==> src/rtl/pipe_pkg.sv <==
// Shared types for the ID-stage hazard controller.
// Holds the hazard FSM state encoding and register-file constants.
package pipe_pkg;

  typedef enum logic [1:0] {
    RUN        = 2'd0,
    LU_STALL   = 2'd1,
    FLUSH_WAIT = 2'd2
  } hz_state_t;

  localparam int REG_AW_DEF = 5;
  localparam int REG_ZERO   = 0;

endpackage

==> src/rtl/hazard_cmp.sv <==
// Load-use hit detection for the instruction in IF/ID.
// Register 0 never creates a dependency; Rt only counts when read.
module hazard_cmp
  import pipe_pkg::*;
#(
  parameter int REG_AW = REG_AW_DEF
) (
  input  logic [REG_AW-1:0] i_idex_rt,
  input  logic              i_idex_rd,
  input  logic [REG_AW-1:0] i_ifid_rs,
  input  logic [REG_AW-1:0] i_ifid_rt,
  input  logic              i_uses_rt,
  output logic              o_hit
);

  logic w_nz;
  logic w_rs_eq;
  logic w_rt_eq;

  assign w_nz    = (i_idex_rt != REG_AW'(REG_ZERO));
  assign w_rs_eq = (i_idex_rt == i_ifid_rs);
  assign w_rt_eq = (i_idex_rt == i_ifid_rt);

  assign o_hit = i_idex_rd && w_nz &&
                 (w_rs_eq || (i_uses_rt && w_rt_eq));

endmodule

==> src/rtl/hazard_ctrl.sv <==
// ID-stage hazard controller: multi-cycle load-use stall, freeze, flush.
// Optional HAZARD_PERF_EN adds saturating stall/flush event counters.
module hazard_ctrl
  import pipe_pkg::*;
#(
  parameter int REG_AW  = REG_AW_DEF,
  parameter int MEM_LAT = 1
) (
  input  logic              clk,
  input  logic              rst_n,
  input  logic [REG_AW-1:0] IDEX__Rt,
  input  logic              IDEX__mem__read,
  input  logic [REG_AW-1:0] IFID__Rs,
  input  logic [REG_AW-1:0] IFID__Rt,
  input  logic              IFID__uses__Rt,
  input  logic              EX__br__taken,
  input  logic              mem__busy,
  output logic              pc__load,
  output logic              IFID__Ld,
  output logic              IFID__flush,
  output logic              IDEX__bubble,
  output logic              pipe__freeze,
`ifdef HAZARD_PERF_EN
  output logic [31:0]       perf__stall,
  output logic [31:0]       perf__flush,
`endif
  output logic              stall__active
);

  localparam int CNT_W = $clog2(MEM_LAT + 1);

  hz_state_t        r_state;
  logic [CNT_W-1:0] r_cnt;
  logic             r_sa;

  hz_state_t        w_nst;
  logic [CNT_W-1:0] w_ncnt;
  logic             w_hit;
  logic             w_frz_c;
  logic             w_fl_c;
  logic             w_st_c;
  logic             w_pc;
  logic             w_ld;
  logic             w_fl;
  logic             w_bub;
  logic             w_frz;
  logic             w_stall;

  hazard_cmp #(
    .REG_AW (REG_AW)
  ) u_cmp (
    .i_idex_rt (IDEX__Rt),
    .i_idex_rd (IDEX__mem__read),
    .i_ifid_rs (IFID__Rs),
    .i_ifid_rt (IFID__Rt),
    .i_uses_rt (IFID__uses__Rt),
    .o_hit     (w_hit)
  );

  // a pending flush fires only once the memory stops holding the pipe
  assign w_frz_c = mem__busy;
  assign w_fl_c  = !mem__busy &&
                   (EX__br__taken || r_state == FLUSH_WAIT);
  assign w_st_c  = !mem__busy && !w_fl_c &&
                   (r_state == LU_STALL ||
                    (r_state == RUN && w_hit));

  // enables and next state, freeze > flush > stall > idle
  always_comb begin
    w_pc    = 1'b1;
    w_ld    = 1'b1;
    w_fl    = 1'b0;
    w_bub   = 1'b0;
    w_frz   = 1'b0;
    w_stall = 1'b0;
    w_nst   = r_state;
    w_ncnt  = r_cnt;
    unique case (1'b1)
      w_frz_c: begin
        w_pc  = 1'b0;
        w_ld  = 1'b0;
        w_frz = 1'b1;
        if (EX__br__taken)
          w_nst = FLUSH_WAIT;
      end
      w_fl_c: begin
        w_fl   = 1'b1;
        w_bub  = 1'b1;
        w_nst  = RUN;
        w_ncnt = '0;
      end
      w_st_c: begin
        w_pc    = 1'b0;
        w_ld    = 1'b0;
        w_bub   = 1'b1;
        w_stall = 1'b1;
        if (r_state == LU_STALL) begin
          if (r_cnt <= CNT_W'(1)) begin
            w_nst  = RUN;
            w_ncnt = '0;
          end else begin
            w_ncnt = r_cnt - CNT_W'(1);
          end
        end else if (MEM_LAT > 1) begin
          w_nst  = LU_STALL;
          w_ncnt = CNT_W'(MEM_LAT - 1);
        end
      end
      default: begin
        w_pc = 1'b1;
      end
    endcase
  end

  // FSM state, remaining stall count and registered stall flag
  always_ff @(posedge clk or negedge rst_n) begin
    if (!rst_n) begin
      r_state <= RUN;
      r_cnt   <= '0;
      r_sa    <= 1'b0;
    end else begin
      r_state <= w_nst;
      r_cnt   <= w_ncnt;
      r_sa    <= (w_nst == LU_STALL);
    end
  end

  assign pc__load      = w_pc;
  assign IFID__Ld      = w_ld;
  assign IFID__flush   = w_fl;
  assign IDEX__bubble  = w_bub;
  assign pipe__freeze  = w_frz;
  assign stall__active = r_sa;

`ifdef HAZARD_PERF_EN
  logic [31:0] r_pst;
  logic [31:0] r_pfl;

  // saturating counts of stall cycles and flush events
  always_ff @(posedge clk or negedge rst_n) begin
    if (!rst_n) begin
      r_pst <= '0;
      r_pfl <= '0;
    end else begin
      if (w_stall && r_pst != '1)
        r_pst <= r_pst + 32'd1;
      if (w_fl && r_pfl != '1)
        r_pfl <= r_pfl + 32'd1;
    end
  end

  assign perf__stall = r_pst;
  assign perf__flush = r_pfl;
`endif

endmodule

==> config.mk <==
export PLATFORM = sky130hd
export DESIGN_NAME = hazard_ctrl
export DESIGN_NICKNAME = d
export VERILOG_FILES = /design/src/rtl/pipe_pkg.sv /design/src/rtl/hazard_cmp.sv /design/src/rtl/hazard_ctrl.sv
export SDC_FILE = /design/constraint.sdc
export NUM_CORES = 1
export LEC_CHECK = 0
export ABC_AREA = 1
export CAP_MARGIN = 20
export CORE_AREA = 2 2 39 41
export CTS_BUF_LIST = sky130_fd_sc_hd__clkbuf_2
export CTS_CLUSTER_DIAMETER = 30
export CTS_CLUSTER_SIZE = 24
export DETAILED_ROUTE_END_ITERATION = 16
export DIE_AREA = 0 0 41 43
export PLACE_DENSITY = 0.68
export SETUP_SLACK_MARGIN = 0.5
export SYNTH_ARGS = -nofsm -noshare
export SYNTH_HDL_FRONTEND = slang
export SYNTH_SLANG_ARGS = --single-unit
==> constraint.sdc <==
create_clock -name clk -period 1.22 [get_ports clk]
set_clock_uncertainty 0.2 [all_clocks]
set_input_delay 0.244 -clock clk [delete_from_list [all_inputs] [get_ports clk]]
set_output_delay 0.244 -clock clk [all_outputs]
set_load 0.05 [all_outputs]
Word-level counts from Yosys, hierarchy flattened
Cells that the tools add are included.
- bits of input ports: 21
- logic and storage cells: 40
- bits in registers: 4
- output and inout bits: 6
- muxes and demuxes: 11
- magnitude comparators: 1
- reduce and logical (&&, ||, !) cells: 18
- eq/ne operators: 6
- add/subtract/negate cells: 1
- operator list (cell ; count):
    $eq A5 B5 Y1 ; 2
    $logic_and A1 B1 Y1 ; 7
    $mux W1 ; 6
    $mux W2 ; 3
    $pmux W2 S3 ; 1
    $reduce_bool A5 Y1 ; 1
    $eq A2 B1 Y1 const B ; 2
    $reduce_or A2 Y1 ; 2
    $logic_or A1 B1 Y1 ; 3
    $eq A2 B2 Y1 const B ; 1
    $logic_not A1 Y1 ; 2
    $logic_not A2 Y1 ; 1
    $ne A2 B1 Y1 const B ; 1
    $pmux W1 S2 ; 1
    $reduce_and A2 Y1 ; 1
    $reduce_bool A2 Y1 ; 1
    $le A1 B1 Y1 const B ; 1
    $sub A1 B1 Y1 const B ; 1

Longest topological paths before layout
- depth after elaboration: 9
- depth in mapped cells: 10
- depth with buffers taken out: 10

Hierarchy
A second synthesis with hierarchy kept.
- cell total of the unflattened synthesis: 79
- area total of the unflattened synthesis: 391.6 sq um
- modules (own cells, without submodules) (module ; area each (sq um) ; cells an instance ; seq. area each (sq um) ; times used):
    hazard_cmp ; 206.4 ; 52 ; 0.0 ; 1
    hazard_ctrl ; 185.2 ; 27 ; 75.1 ; 1

Worst setup path before layout
OpenSTA, ideal clock, no wires.
- path type: input-to-output
- start point: in IDEX__Rt[2]
- end point: out pc__load
- stages: 8
- data required time: 776 ps
- arrival: 1774 ps
- path buffers: 1
- slack: -998 ps
- cells stage by stage: inv_2 nand4_1 o21ai_1 inv_1 nand2_1 nand2_1 a21oi_1 buf_4
- longest elaborated chain between the ends: 9
- elaborated cells between the ends (all ways): 12
- those cells by class: eq/ne (2); mux (1); reduce/logical (9)
- RTL lines (item ; line ; RTL):
    start: declaration ; hazard_ctrl.sv:11 ; input logic [REG_AW-1:0] IDEX__Rt,
    $eq A5 B5 Y1 ; hazard_cmp.sv:22 ; assign w_rt_eq = (i_idex_rt == i_ifid_rt);
    $logic_and A1 B1 Y1 ; hazard_cmp.sv:25 ; (w_rs_eq || (i_uses_rt && w_rt_eq));
    $logic_or A1 B1 Y1 ; hazard_cmp.sv:25 ;
    $logic_and A1 B1 Y1 * ; hazard_cmp.sv:24 ; assign o_hit = i_idex_rd && w_nz &&
    $logic_and A1 B1 Y1 * ; hazard_ctrl.sv:66 ; (r_state == RUN && w_hit));
    $logic_or A1 B1 Y1 * ; hazard_ctrl.sv:65 ; (r_state == LU_STALL ||
    $logic_and A1 B1 Y1 * ; hazard_ctrl.sv:64 ; assign w_st_c = !mem__busy && !w_fl_c &&
    $reduce_or A2 Y1 (no source line) * ; n/a ;
    $mux W1 * ; n/a ;
    end: declaration ; hazard_ctrl.sv:18 ; output logic pc__load,
Every way passes the cells marked *; elsewhere a longest branch is shown, timed or not.

Final worst setup path
- start point: in IDEX__Rt[1]
- end point: out IFID__Ld
- longest elaborated chain between the ends: 9
- elaborated cells between the ends (all ways): 12
- those cells by class: eq/ne (2); mux (1); reduce/logical (9)
- RTL lines (item ; line ; RTL):
    $eq A5 B5 Y1 ; hazard_cmp.sv:22 ;
    $logic_and A1 B1 Y1 ; hazard_cmp.sv:25 ;
    $logic_or A1 B1 Y1 ; hazard_cmp.sv:25 ;
    $logic_and A1 B1 Y1 * ; hazard_cmp.sv:24 ;
    $logic_and A1 B1 Y1 * ; hazard_ctrl.sv:66 ;
    $logic_or A1 B1 Y1 * ; hazard_ctrl.sv:65 ;
    $logic_and A1 B1 Y1 * ; hazard_ctrl.sv:64 ;
    $reduce_or A2 Y1 (no source line) * ; n/a ;
    $mux W1 * ; hazard_ctrl.sv:78 ; unique case (1'b1)
    end: declaration ; hazard_ctrl.sv:19 ; output logic IFID__Ld,
Marks and branches as above.

==> out/results.ini <==
[global_routing]
grt_pass1_wl_um=2040
globalRouteMet2Util=0.288
grt_use_total=0.166
grt-ovfl-total=0
antenna_found_initial=0
grt_pass1_vias=498
met1_usage=0.197
global_route.peak_usage_layer=met2
grt_use_met3=0
grt_start_max_net_pins=6

[cells_and_area]
final_cell_mix=nand2_1 (23), inv_1 (10), clkbuf_2 (10)
fillers=139
syn_to_final_growth_pct=124
nets=133
drive_gt1_frac=0.550
n_antenna_cell=0
final_common_cell=nand2_1

[floorplanning]
start_util=0.273
io-pin-count=27
die-height_um=43
die_w_um=41
core_region_area_um2=1380
die-area_um2=1760
row_count=14

[synth]
ys_seq_area_frac=0.199
synth_compound_area_frac=0.0397
yosys-top-cells-area=nand2_1 (31%), dfrtp_1 (20%), inv_1 (16%), nor2_1 (7.0%), nand3_1 (4.0%)
synth_top_area_frac=0.308
synth_area_um2=378
synth.avg_cell_area_um2=5.04
synthAdderAreaFrac=0
ys_warn_count=0
yosys.cell_types.count=14
synth_mux_area_frac=0
yosysTopAreaCell=nand2_1
synthXorXnorAreaFrac=0.0232
syn_nets=96
synth-seq-cells=3
synth_top_family_by_area=simple AND/OR/NAND/NOR gates
synth-simple-area-share=0.500
synth_cells=75

[setup_path]
crit_path_start=IDEX__Rt[1]
crit_type=in2out
cp.required_ns=0.78
crit_arrival_ns=1.27
start_kind=input port
crit_chain=buf_6 > buf_8 > inv_12 > nand4_1 > o21ai_1 > inv_1 > nand2_1 > nand2_2 > a21oi_4 > buf_12
cpPeakStageDelay_ns=0.20
path_buf_inv=5
cpMaxStageDelayCell=a21oi_4
critical_path.max_fanout=3
end_kind=output pin
crit_family=buffers and inverters
rr_startpoint=r_state[1]

[timing]
drv_slew=0
finalHoldViolCount=0
rsz0062_at_grt=true
max_freq_ghz=0.585
fin_ws_ns=-0.490
tightest_slew_ns=0.187
setup_viol=5
fin_crit_ns=1.71
max_slew_margin=0.875
period_share=1.40
holdWs_ns=0.0187

[route]
firstDrtPassIters=4
num_vias=526
drt-initial-drc-count=11
wl_um=1230
final_antenna_net_count=0
drt-wirelength-per-cell_um=9.65
drc_errors=0
viasPerCell=4.14

[outcome]
status=finished with violations
violations=negative setup slack

[power_and_ir_drop]
vdd_ir_drop_max_mv=0.430
leakage_nw=0.484
fin_total_pwr_uw=508
p_per_area_nw_per_um2=599

[clock_network]
clk_path_buf_depth=2
clock_latency_ns=0.21
cts_tree=done
hold_buffers=0
clk_pin_slew_ns=0.04
htreeDepth=1
numCtsBuffers=3
cts-root-buf=clkbuf_2
cts_sinks=3

[place]
hpwl_um=987
place.gp.congestion=0.734
io_buffers=26

[worst_hold_path]
min_path_type=in2async

[job]
maxCapViolCount=0

-- worst reg2reg max path: cells and delay by family, from the launching register on --
family / cells / cell delay [ns]
DFF: 1 / 0.39
and+or+nand+nor: 4 / 0.36
buffers and inverters: 3 / 0.24
-- cell type report --
type | count | area (um^2) | share of cell area
well taps | 16 | 20.0 | 0.0236
inverters | 20 | 98.8 | 0.117
flip-flops and latches | 3 | 76.3 | 0.0901
clock buffers | 4 | 20.0 | 0.0236
repair buffers | 34 | 339 | 0.400
multi-input cells | 50 | 293 | 0.346
-- final timing paths --
path	to	slack (ns)	cells past startpoint
worst max-delay path	IFID__Ld	-0.49	10
worst min-delay path	r_state[0]	0.02	1
worst max register to register	stall__active	-0.08	7
worst min register to register	stall__active	0.49	4
max in group asynchronous	stall__active	0.64	1
min in group clk	r_state[0]	0.21	4
-- state kept, by name (all words and copies together), names as in the netlist --
| name | flops |
|---|---|
| r_state | 2 |
| stall__active | 1 |
-- per-layer routing --
metal,vias up,wire [um],share of wire
met2,10,704,0.57
met1,227,476,0.39
met3,0,45,0.037
met4,0,0,0
li1,289,-,-
met5,-,0,0
-- synth_stat cells (all sizes together) --
cell type / n
xnor2: 1
nor2: 9
nand3: 3
nand4: 1
dfrtp: 3
inv: 20
a21oi: 2
buf: 2
o21ai: 1
nand2: 32
or2: 1
-- cells by family (layout without fill, tap and decap cells) --
logic type / after synthesis / in the layout
xor gates and xnor gates: 1 / 1
AOI/OAI and AO/OA: 3 / 3
buffers and inverters: 22 / 58
and+or+nand+nor: 46 / 46
DFF: 3 / 3
-- repair_timing --
item / in CTS / in global routing
cloned: 0 / 0
pin swaps: 24 / 7
gates resized for setup: 68 / 15
setup buffers: 1 / 0
setup endpoints to repair: 9 / 9
-- report_power, final --
group	internal, mW	switching, mW
clock network	0.0865	0.0531
registers	0.102	0.00185
logic	0.126	0.138
-- per-stage QoR --
stage	instance area (um^2)	std cells	setup TNS, ns	setup WS (ns)	utilization
after floorplan	453	75	-1.05	-0.457	-
after global placement	815	122	-4.41	-0.877	0.589
after detailed placement	815	122	-4.55	-0.892	0.589
after CTS	882	127	-1.97	-0.489	0.637
after global routing	847	127	-2.31	-0.559	0.612
final	847	127	-1.93	-0.490	0.612
Note: power is estimated with default switching activity, not from simulation.
